$ cat src/rtl/mult_div_ctrl.sv
`default_nettype none
// ============================================================================
// Module   : mult_div_ctrl
// Brief    : Sequential signed Booth multiply / restoring divide engine that
//            owns the HI/LO pair. Optional macro: MULTDIV_EARLY_OUT_EN.
// Revision : 1.0 - initial release
// ============================================================================
module mult_div_ctrl #(
    parameter int WIDTH = 32
) (
    input  logic             clk,
    input  logic             reset,
    input  logic             start,
    input  logic             op,
    input  logic [WIDTH-1:0] a_in,
    input  logic [WIDTH-1:0] b_in,
    output logic             busy,
    output logic             done,
    output logic             div_zero,
    output logic [WIDTH-1:0] hi_out,
    output logic [WIDTH-1:0] lo_out,
    output logic             hi_write,
    output logic             lo_write
);

    localparam int                 c_cnt_w = $clog2(WIDTH) + 1;
    localparam logic [c_cnt_w-1:0] c_last  = c_cnt_w'(WIDTH - 1);
    localparam logic [c_cnt_w-1:0] c_one   = c_cnt_w'(1);

    localparam logic [2:0] c_idle = 3'd0;
    localparam logic [2:0] c_mult = 3'd1;
    localparam logic [2:0] c_div  = 3'd2;
    localparam logic [2:0] c_fix  = 3'd3;
    localparam logic [2:0] c_done = 3'd4;

    logic [2:0]         r_state;
    logic [c_cnt_w-1:0] r_cnt;
    logic [WIDTH+1:0]   r_p_hi;   // Booth upper half (two guard bits) / divide remainder
    logic [WIDTH-1:0]   r_p_lo;   // Booth lower half / divide quotient
    logic               r_q;
    logic [WIDTH-1:0]   r_a;
    logic [WIDTH-1:0]   r_b;
    logic               r_a_neg;
    logic               r_b_neg;
    logic               r_busy;
    logic               r_done;
    logic               r_div_zero;
    logic               r_hi_write;
    logic               r_lo_write;
    logic [WIDTH-1:0]   r_hi_out;
    logic [WIDTH-1:0]   r_lo_out;

    logic [WIDTH-1:0]   w_a_mag;
    logic [WIDTH-1:0]   w_b_mag;
    logic [WIDTH+1:0]   w_a_ext;
    logic [WIDTH+1:0]   w_booth_sum;
    logic [WIDTH+1:0]   w_booth_hi;
    logic [WIDTH-1:0]   w_booth_lo;
    logic [WIDTH:0]     w_shift;
    logic [WIDTH+1:0]   w_diff;
    logic               w_fits;
    logic [WIDTH:0]     w_rem_next;
    logic [WIDTH-1:0]   w_quo_next;
    logic [WIDTH-1:0]   w_quo_signed;
    logic [WIDTH-1:0]   w_rem_signed;
    logic               w_early;

    assign w_a_mag = a_in[WIDTH-1] ? -a_in : a_in;
    assign w_b_mag = b_in[WIDTH-1] ? -b_in : b_in;
    assign w_a_ext = {{2{r_a[WIDTH-1]}}, r_a};

    always_comb begin
        w_booth_sum = r_p_hi;
        case ({r_p_lo[0], r_q})
            2'b01:   w_booth_sum = r_p_hi + w_a_ext;
            2'b10:   w_booth_sum = r_p_hi - w_a_ext;
            default: w_booth_sum = r_p_hi;
        endcase
    end

    assign w_booth_hi = {w_booth_sum[WIDTH+1], w_booth_sum[WIDTH+1:1]};
    assign w_booth_lo = {w_booth_sum[0], r_p_lo[WIDTH-1:1]};

    // Restoring step: the shifted remainder needs one bit more than the divisor
    assign w_shift      = {r_p_hi[WIDTH-1:0], r_p_lo[WIDTH-1]};
    assign w_diff       = {1'b0, w_shift} - {2'b00, r_b};
    assign w_fits       = ~w_diff[WIDTH+1];
    assign w_rem_next   = w_fits ? w_diff[WIDTH:0] : w_shift;
    assign w_quo_next   = {r_p_lo[WIDTH-2:0], w_fits};
    assign w_quo_signed = (r_a_neg ^ r_b_neg) ? -r_p_lo : r_p_lo;
    assign w_rem_signed = r_a_neg ? -r_p_hi[WIDTH-1:0] : r_p_hi[WIDTH-1:0];

`ifdef MULTDIV_EARLY_OUT_EN
    assign w_early = (a_in == '0) || (b_in == '0);
`else
    assign w_early = 1'b0;
`endif

    always_ff @(posedge clk or negedge reset) begin
        if (!reset) begin
            r_state    <= c_idle;
            r_cnt      <= '0;
            r_p_hi     <= '0;
            r_p_lo     <= '0;
            r_q        <= 1'b0;
            r_a        <= '0;
            r_b        <= '0;
            r_a_neg    <= 1'b0;
            r_b_neg    <= 1'b0;
            r_busy     <= 1'b0;
            r_done     <= 1'b0;
            r_div_zero <= 1'b0;
            r_hi_write <= 1'b0;
            r_lo_write <= 1'b0;
            r_hi_out   <= '0;
            r_lo_out   <= '0;
        end else begin
            r_done     <= 1'b0;
            r_div_zero <= 1'b0;
            r_hi_write <= 1'b0;
            r_lo_write <= 1'b0;
            case (r_state)
                c_idle: begin
                    if (start) begin
                        r_cnt   <= '0;
                        r_p_hi  <= '0;
                        r_q     <= 1'b0;
                        r_a_neg <= a_in[WIDTH-1];
                        r_b_neg <= b_in[WIDTH-1];
                        r_busy  <= 1'b1;
                        if (!op && w_early) begin
                            r_state    <= c_done;
                            r_done     <= 1'b1;
                            r_hi_write <= 1'b1;
                            r_lo_write <= 1'b1;
                            r_hi_out   <= '0;
                            r_lo_out   <= '0;
                        end else if (!op) begin
                            r_state <= c_mult;
                            r_a     <= a_in;
                            r_p_lo  <= b_in;
                        end else if (b_in == '0) begin
                            r_state    <= c_done;
                            r_done     <= 1'b1;
                            r_div_zero <= 1'b1;
                        end else begin
                            r_state <= c_div;
                            r_b     <= w_b_mag;
                            r_p_lo  <= w_a_mag;
                        end
                    end
                end
                c_mult: begin
                    r_p_hi <= w_booth_hi;
                    r_p_lo <= w_booth_lo;
                    r_q    <= r_p_lo[0];
                    r_cnt  <= r_cnt + c_one;
                    if (r_cnt == c_last) begin
                        r_state    <= c_done;
                        r_done     <= 1'b1;
                        r_hi_write <= 1'b1;
                        r_lo_write <= 1'b1;
                        r_hi_out   <= w_booth_hi[WIDTH-1:0];
                        r_lo_out   <= w_booth_lo;
                    end
                end
                c_div: begin
                    r_p_hi <= {1'b0, w_rem_next};
                    r_p_lo <= w_quo_next;
                    r_cnt  <= r_cnt + c_one;
                    if (r_cnt == c_last) begin
                        r_state <= c_fix;
                    end
                end
                c_fix: begin
                    r_state    <= c_done;
                    r_done     <= 1'b1;
                    r_hi_write <= 1'b1;
                    r_lo_write <= 1'b1;
                    r_hi_out   <= w_rem_signed;
                    r_lo_out   <= w_quo_signed;
                end
                c_done: begin
                    r_state <= c_idle;
                    r_busy  <= 1'b0;
                end
                default: begin
                    r_state <= c_idle;
                    r_busy  <= 1'b0;
                end
            endcase
        end
    end

    assign busy     = r_busy;
    assign done     = r_done;
    assign div_zero = r_div_zero;
    assign hi_out   = r_hi_out;
    assign lo_out   = r_lo_out;
    assign hi_write = r_hi_write;
    assign lo_write = r_lo_write;

endmodule
`default_nettype wire

$ cat config.mk
export PLATFORM = sky130hd
export DESIGN_NAME = mult_div_ctrl
export DESIGN_NICKNAME = d
export VERILOG_FILES = /design/src/rtl/mult_div_ctrl.sv
export SDC_FILE = /design/constraint.sdc
export NUM_CORES = 1
export LEC_CHECK = 0
export CAP_MARGIN = 30
export CORE_MARGIN = 1.5
export CORE_UTILIZATION = 60
export CTS_CLUSTER_DIAMETER = 80
export DETAILED_ROUTE_END_ITERATION = 6
export PLACE_DENSITY_LB_ADDON = 0.1
export SLEW_MARGIN = 25
export SYNTH_ARGS = -nofsm -noshare
export SYNTH_HDL_FRONTEND = slang
export SYNTH_SLANG_ARGS = --single-unit
$ cat constraint.sdc
create_clock -name clk -period 12.35 [get_ports clk]
set_input_delay 1.235 -clock clk [delete_from_list [all_inputs] [get_ports clk]]
set_output_delay 1.235 -clock clk [all_outputs]
set_load 0.05 [all_outputs]
# Word-level counts from Yosys, hierarchy flattened
# Index checks and enable logic that the tools add are counted.
# Widths: inputs -> output; s select.
# op_classes
reduce_logical	18
addsub	8
n_eq_ne	10
mux	35
bitwise_logic	5
# ops
cell	n
$mux 32	9
$neg 32->32	4
$pmux 32 s2	2
$pmux 34 s3	1
$pmux 32 s3	1
$pmux 34 s2	1
$add 34x34->34	1
$mux 34	1
$sub 33x32->34	1
$sub 34x34->34	1
$mux 33	1
$logic_not 32->1	1
$mux 3	5
$pmux 3 s4	1
$pmux 6 s2	1
$reduce_and 2->1	6
$reduce_and 3->1	3
$mux 1	7
$add 6x1->6 const B	1
$eq 3x2->1 const B	2
$eq 6x5->1 const B	1
$mux 6	1
$ne 2x2->1 const B	3
$pmux 1 s2	3
other kinds (13)	18
# word_totals
in_bits	68
elab_cells	91
regBits	210

# Depth between registers and ports, before layout
# depth
word_depth	6
depth_mapped	19

# Worst setup path before layout
# OpenSTA, ideal clock, no wires.
# synth_timing
kind	register to register
startpoint	register r_a[3]
endpoint	register r_p_hi[30]
setup_slack_ps	8074
arrival_ps	4212
setup_time_ps	64
path_buffers	1
stages_incl_launch_ff	19
required_time_ps	12286
cell_sequence	dfrtp_1 -> or4_1 -> nor2_1 -> and4b_1 -> and3b_1 -> a21oi_1 -> xnor2_1 -> ha_1 -> clkbuf_1 -> nand4_1 -> or3_1 -> nor2_1 -> o2111ai_1 -> a21oi_1 -> nor3_1 -> or3_1 -> a211o_1 -> a41oi_1 -> or3_1
# synth_between
elab_chain_cells	3
# synth_rtl
element	line_no	text
from (decl)	41	logic [WIDTH-1:0] r_a;
from (signal assigned)	140	r_a <= a_in;
$sub 34x34->34 or $add 34x34->34 (tied branches)	76, 75	
$pmux 34 s2 (*)	74	case ({r_p_lo[0], r_q})
$pmux 34 s3 (*)	122	case (r_state)
to (signal assigned)	154	r_p_hi <= w_booth_hi;
to (signal assigned)	168	r_p_hi <= {1'b0, w_rem_next};
to (decl)	38	logic [WIDTH+1:0] r_p_hi;
# Every way passes the cells marked *; elsewhere a longest branch is shown, timed or not.
# A chain may end at the register's enable or synchronous reset.

# Worst setup path in the final report
# Same ends and word-level chain as after synthesis.

==> flow_metrics.py <==
metrics = {
    "logic_synthesis": {
        "synth_edf_count": 0,
        "ys_ff_latch": 210,
        "syn_inst": 2075,
        "synthMostInstantiatedCell": "nand2_1",
        "synth_common_cells": "231 x nand2_1, 223 x nor2_1, 210 x dfrtp_1, 168 x a21oi_1, 139 x o21ai_0",
        "seq_area_frac_synth_pct": 31.30,
        "synth_warnings": 0,
        "synth_top_area_cell": "dfrtp_1",
        "synth.distinct_cells": 83,
        "yosys-top-cells-area": "dfrtp_1 31%, xnor2_1 6.8%, ha_1 5.4%",
        "synth_nets": 2217,
        "async_flop_share_pct": 100.0,
        "synth_top_area_share_pct": 31.30,
        "synth_area_sq_um": 16790,
        "ys.flop_type": "dfrtp_1",
        "synth.avg_cell_area_sq_um": 8.092,
    },
    "sta": {
        "fin_crit_sh_pct": 40.34,
        "setup_violations": 0,
        "period_minus_slack_ps": 4982,
        "hold_viol": 0,
        "setup_tns_ps": 0,
        "tightest_slew_ps": 936.2,
        "rsz0062_at_grt": "no",
        "fmax_mhz": 200.7,
        "drv_slew": 0,
        "slew_headroom_pct": 37.59,
        "skew_ps": 14.12,
    },
    "clocking": {
        "cts_hold_buf": 0,
        "cts_buffers": 25,
        "htree_levels": 1,
        "cts_buffer_depth": 3,
        "cts_resized": 0,
        "clk_pin_slew_ps": 60,
        "clk-insertion-delay-late_ps": 550,
        "post-cts-setup-buffer-count": 0,
        "cts_num_sinks": 210,
        "clock-root-buffer": "clkbuf_16",
        "cts_tree": "built",
    },
    "worst_setup_path": {
        "crit_arrival_ps": 5460,
        "crit_chain": "or4_1 -> and4bb_2 -> nand2_1 -> nor2_1 -> a21oi_1 -> xnor2_1 -> ha_1 -> nand4_1 -> or3_1 -> nor2_1 -> o2111ai_1 -> a21oi_1 -> nor3_1 -> or3_1 -> a211o_1 -> a41oi_1 -> or3_1",
        "worst_r2r_endpoint": "r_p_hi[30]",
        "cp.buffers_inverters": 0,
        "crit_path_frequent_cell": "or3_1",
        "rr_startpoint": "r_a[3]",
        "critical_path_required_ps": 12830,
        "critical_path_class": "flip-flop to flip-flop",
        "slowest_stage": "or4_1",
        "cp_max_fo": 7,
        "start_kind": "flip-flop",
        "crit_end": "r_p_hi[30]",
        "end_kind": "flip-flop",
        "ff2ff_setup_slack_ps": 7370,
        "cp_slowest_stage_delay_ps": 580,
        "r2r_cells": 17,
        "cp-startpoint": "r_a[3]",
        "cp.depth": 17,
        "cpLargestDelayFamily": "simple AND/OR/NAND/NOR gates",
    },
    "route": {
        "viasPerCell": 6.456,
        "vias": 16170,
        "wire_per_inst_microns": 21.88,
        "drt_wl_total_microns": 54780,
        "drcViolationCount": 0,
        "drtIter0Drc": 1790,
        "final_antenna_net_count": 0,
        "firstDrtPassIters": 6,
    },
    "die": {
        "die_w_microns": 170.3,
        "dieArea_sq_um": 29000,
        "rows": 61,
        "fp.dieH_microns": 170.3,
        "design.core.area_sq_um": 27630,
        "pin_count": 137,
        "initial_utilization_pct": 60.77,
    },
    "cells_and_area": {
        "antenna_cells": 0,
        "fin_nets": 2249,
        "synthToLayoutAreaGrowth_pct": 13.75,
        "nFillCells": 2280,
        "drive_above_1_share_pct": 7.197,
        "regArea_sq_um": 5255,
        "multi_input_area_sq_um": 10640,
    },
    "placed_design": {
        "gp_congestion": 0.9774,
        "place_hpwl_microns": 42240,
        "portBuffers": 136,
    },
    "run_status": {
        "status": "completed",
    },
    "grt": {
        "antenna_found_initial": 1,
        "grt_max_degree": 99,
        "gr-total-overflow": 0,
        "track_usage_pct": 37.72,
        "grt_pass1_wl_microns": 84240,
        "grt_pass1_vias": 14980,
    },
    "flow_run": {
        "maxCapViolCount": 0,
    },
    "hold_path": {
        "hp-class": "flip-flop to flip-flop",
    },
}
## stage by stage
step	utilization (%)	area [sq um]	hold slack, ps	setup slack [ps]	instances
after floorplan	-	16790	447.3	8074	2075
after global placement	65.67	18140	465.0	7571	2454
after detailed placement	65.82	18180	483.8	7484	2457
after CTS	69.00	19060	497.3	7450	2503
after global routing	69.13	19100	519.8	7083	2504
final	69.13	19100	493.2	7368	2504
## logic make-up after synthesis
family                     share of synthesized area (%)
xor gates and xnor gates                           10.90
muxes                                              3.294
AOI/OAI and AO/OA                                  25.51
and+or+nand+nor                                    17.70
adders and majority gates                          5.604
buffers and inverters                              5.700
DFF                                                31.30
## worst min path at each step
stage	startpoint	slack [ps]	endpoint	cells past startpoint
after global routing	r_b[6]	520	r_b[6]	2
after CTS	r_b[31]	500	r_b[31]	2
after floorplan	r_b[31]	450	r_b[31]	2
final	r_b[31]	490	r_b[31]	2
after global placement	r_b[31]	470	r_b[31]	2
after detailed placement	r_b[31]	480	r_b[31]	2
## area by class of cell
type / instances / share of cell area, %
clock buffers: 30 / 3.531
multi-input cells: 1637 / 55.70
inverters: 73 / 1.435
clock inverters: 16 / 1.074
flip-flops and latches: 210 / 27.51
well taps: 378 / 2.476
repair buffers: 160 / 8.267
## metal layers
| layer | vias up | global-route usage (%) | routed length, microns |
|---|---|---|---|
| met3 | 99 | 11.40 | 6421 |
| met4 | 2 | 11.54 | 1613 |
| met2 | 807 | 56.81 | 23520 |
| met1 | 7732 | 51.90 | 23220 |
| met5 | - | 0 | 9 |
| li1 | 7527 | - | - |
## placed cells by master, fill, tap and decap left out, drive strengths merged, types with 27 or more instances in the layout
cell / n
a211oi: 36
a21oi: 180
a221oi: 30
a31oi: 62
clkbuf: 31
clkdlybuf4s50: 133
dfrtp: 210
ha: 72
inv: 76
nand2: 231
nor2: 224
nor3: 27
o21ai: 142
o31ai: 31
xnor2: 130
xor2: 79
## registers in the layout (all words and copies together), names as in the netlist, 3 cells and up
register,flops
r_p_hi,34
hi_out,32
lo_out,32
r_a,32
r_b,32
r_p_lo,32
r_cnt,6
r_state,3
## worst register-to-register path, delay by kind of cell (launching register included)
family,cells,cell delay (ps)
flops,1,420
xor+xnor,1,190
compound gates,5,1180
simple gates,10,2700
fa+ha+maj,1,430
Power is left out: the tool's default activity adds up to more than one toggle a clock period on the data nets, which glitch-free logic cannot reach.
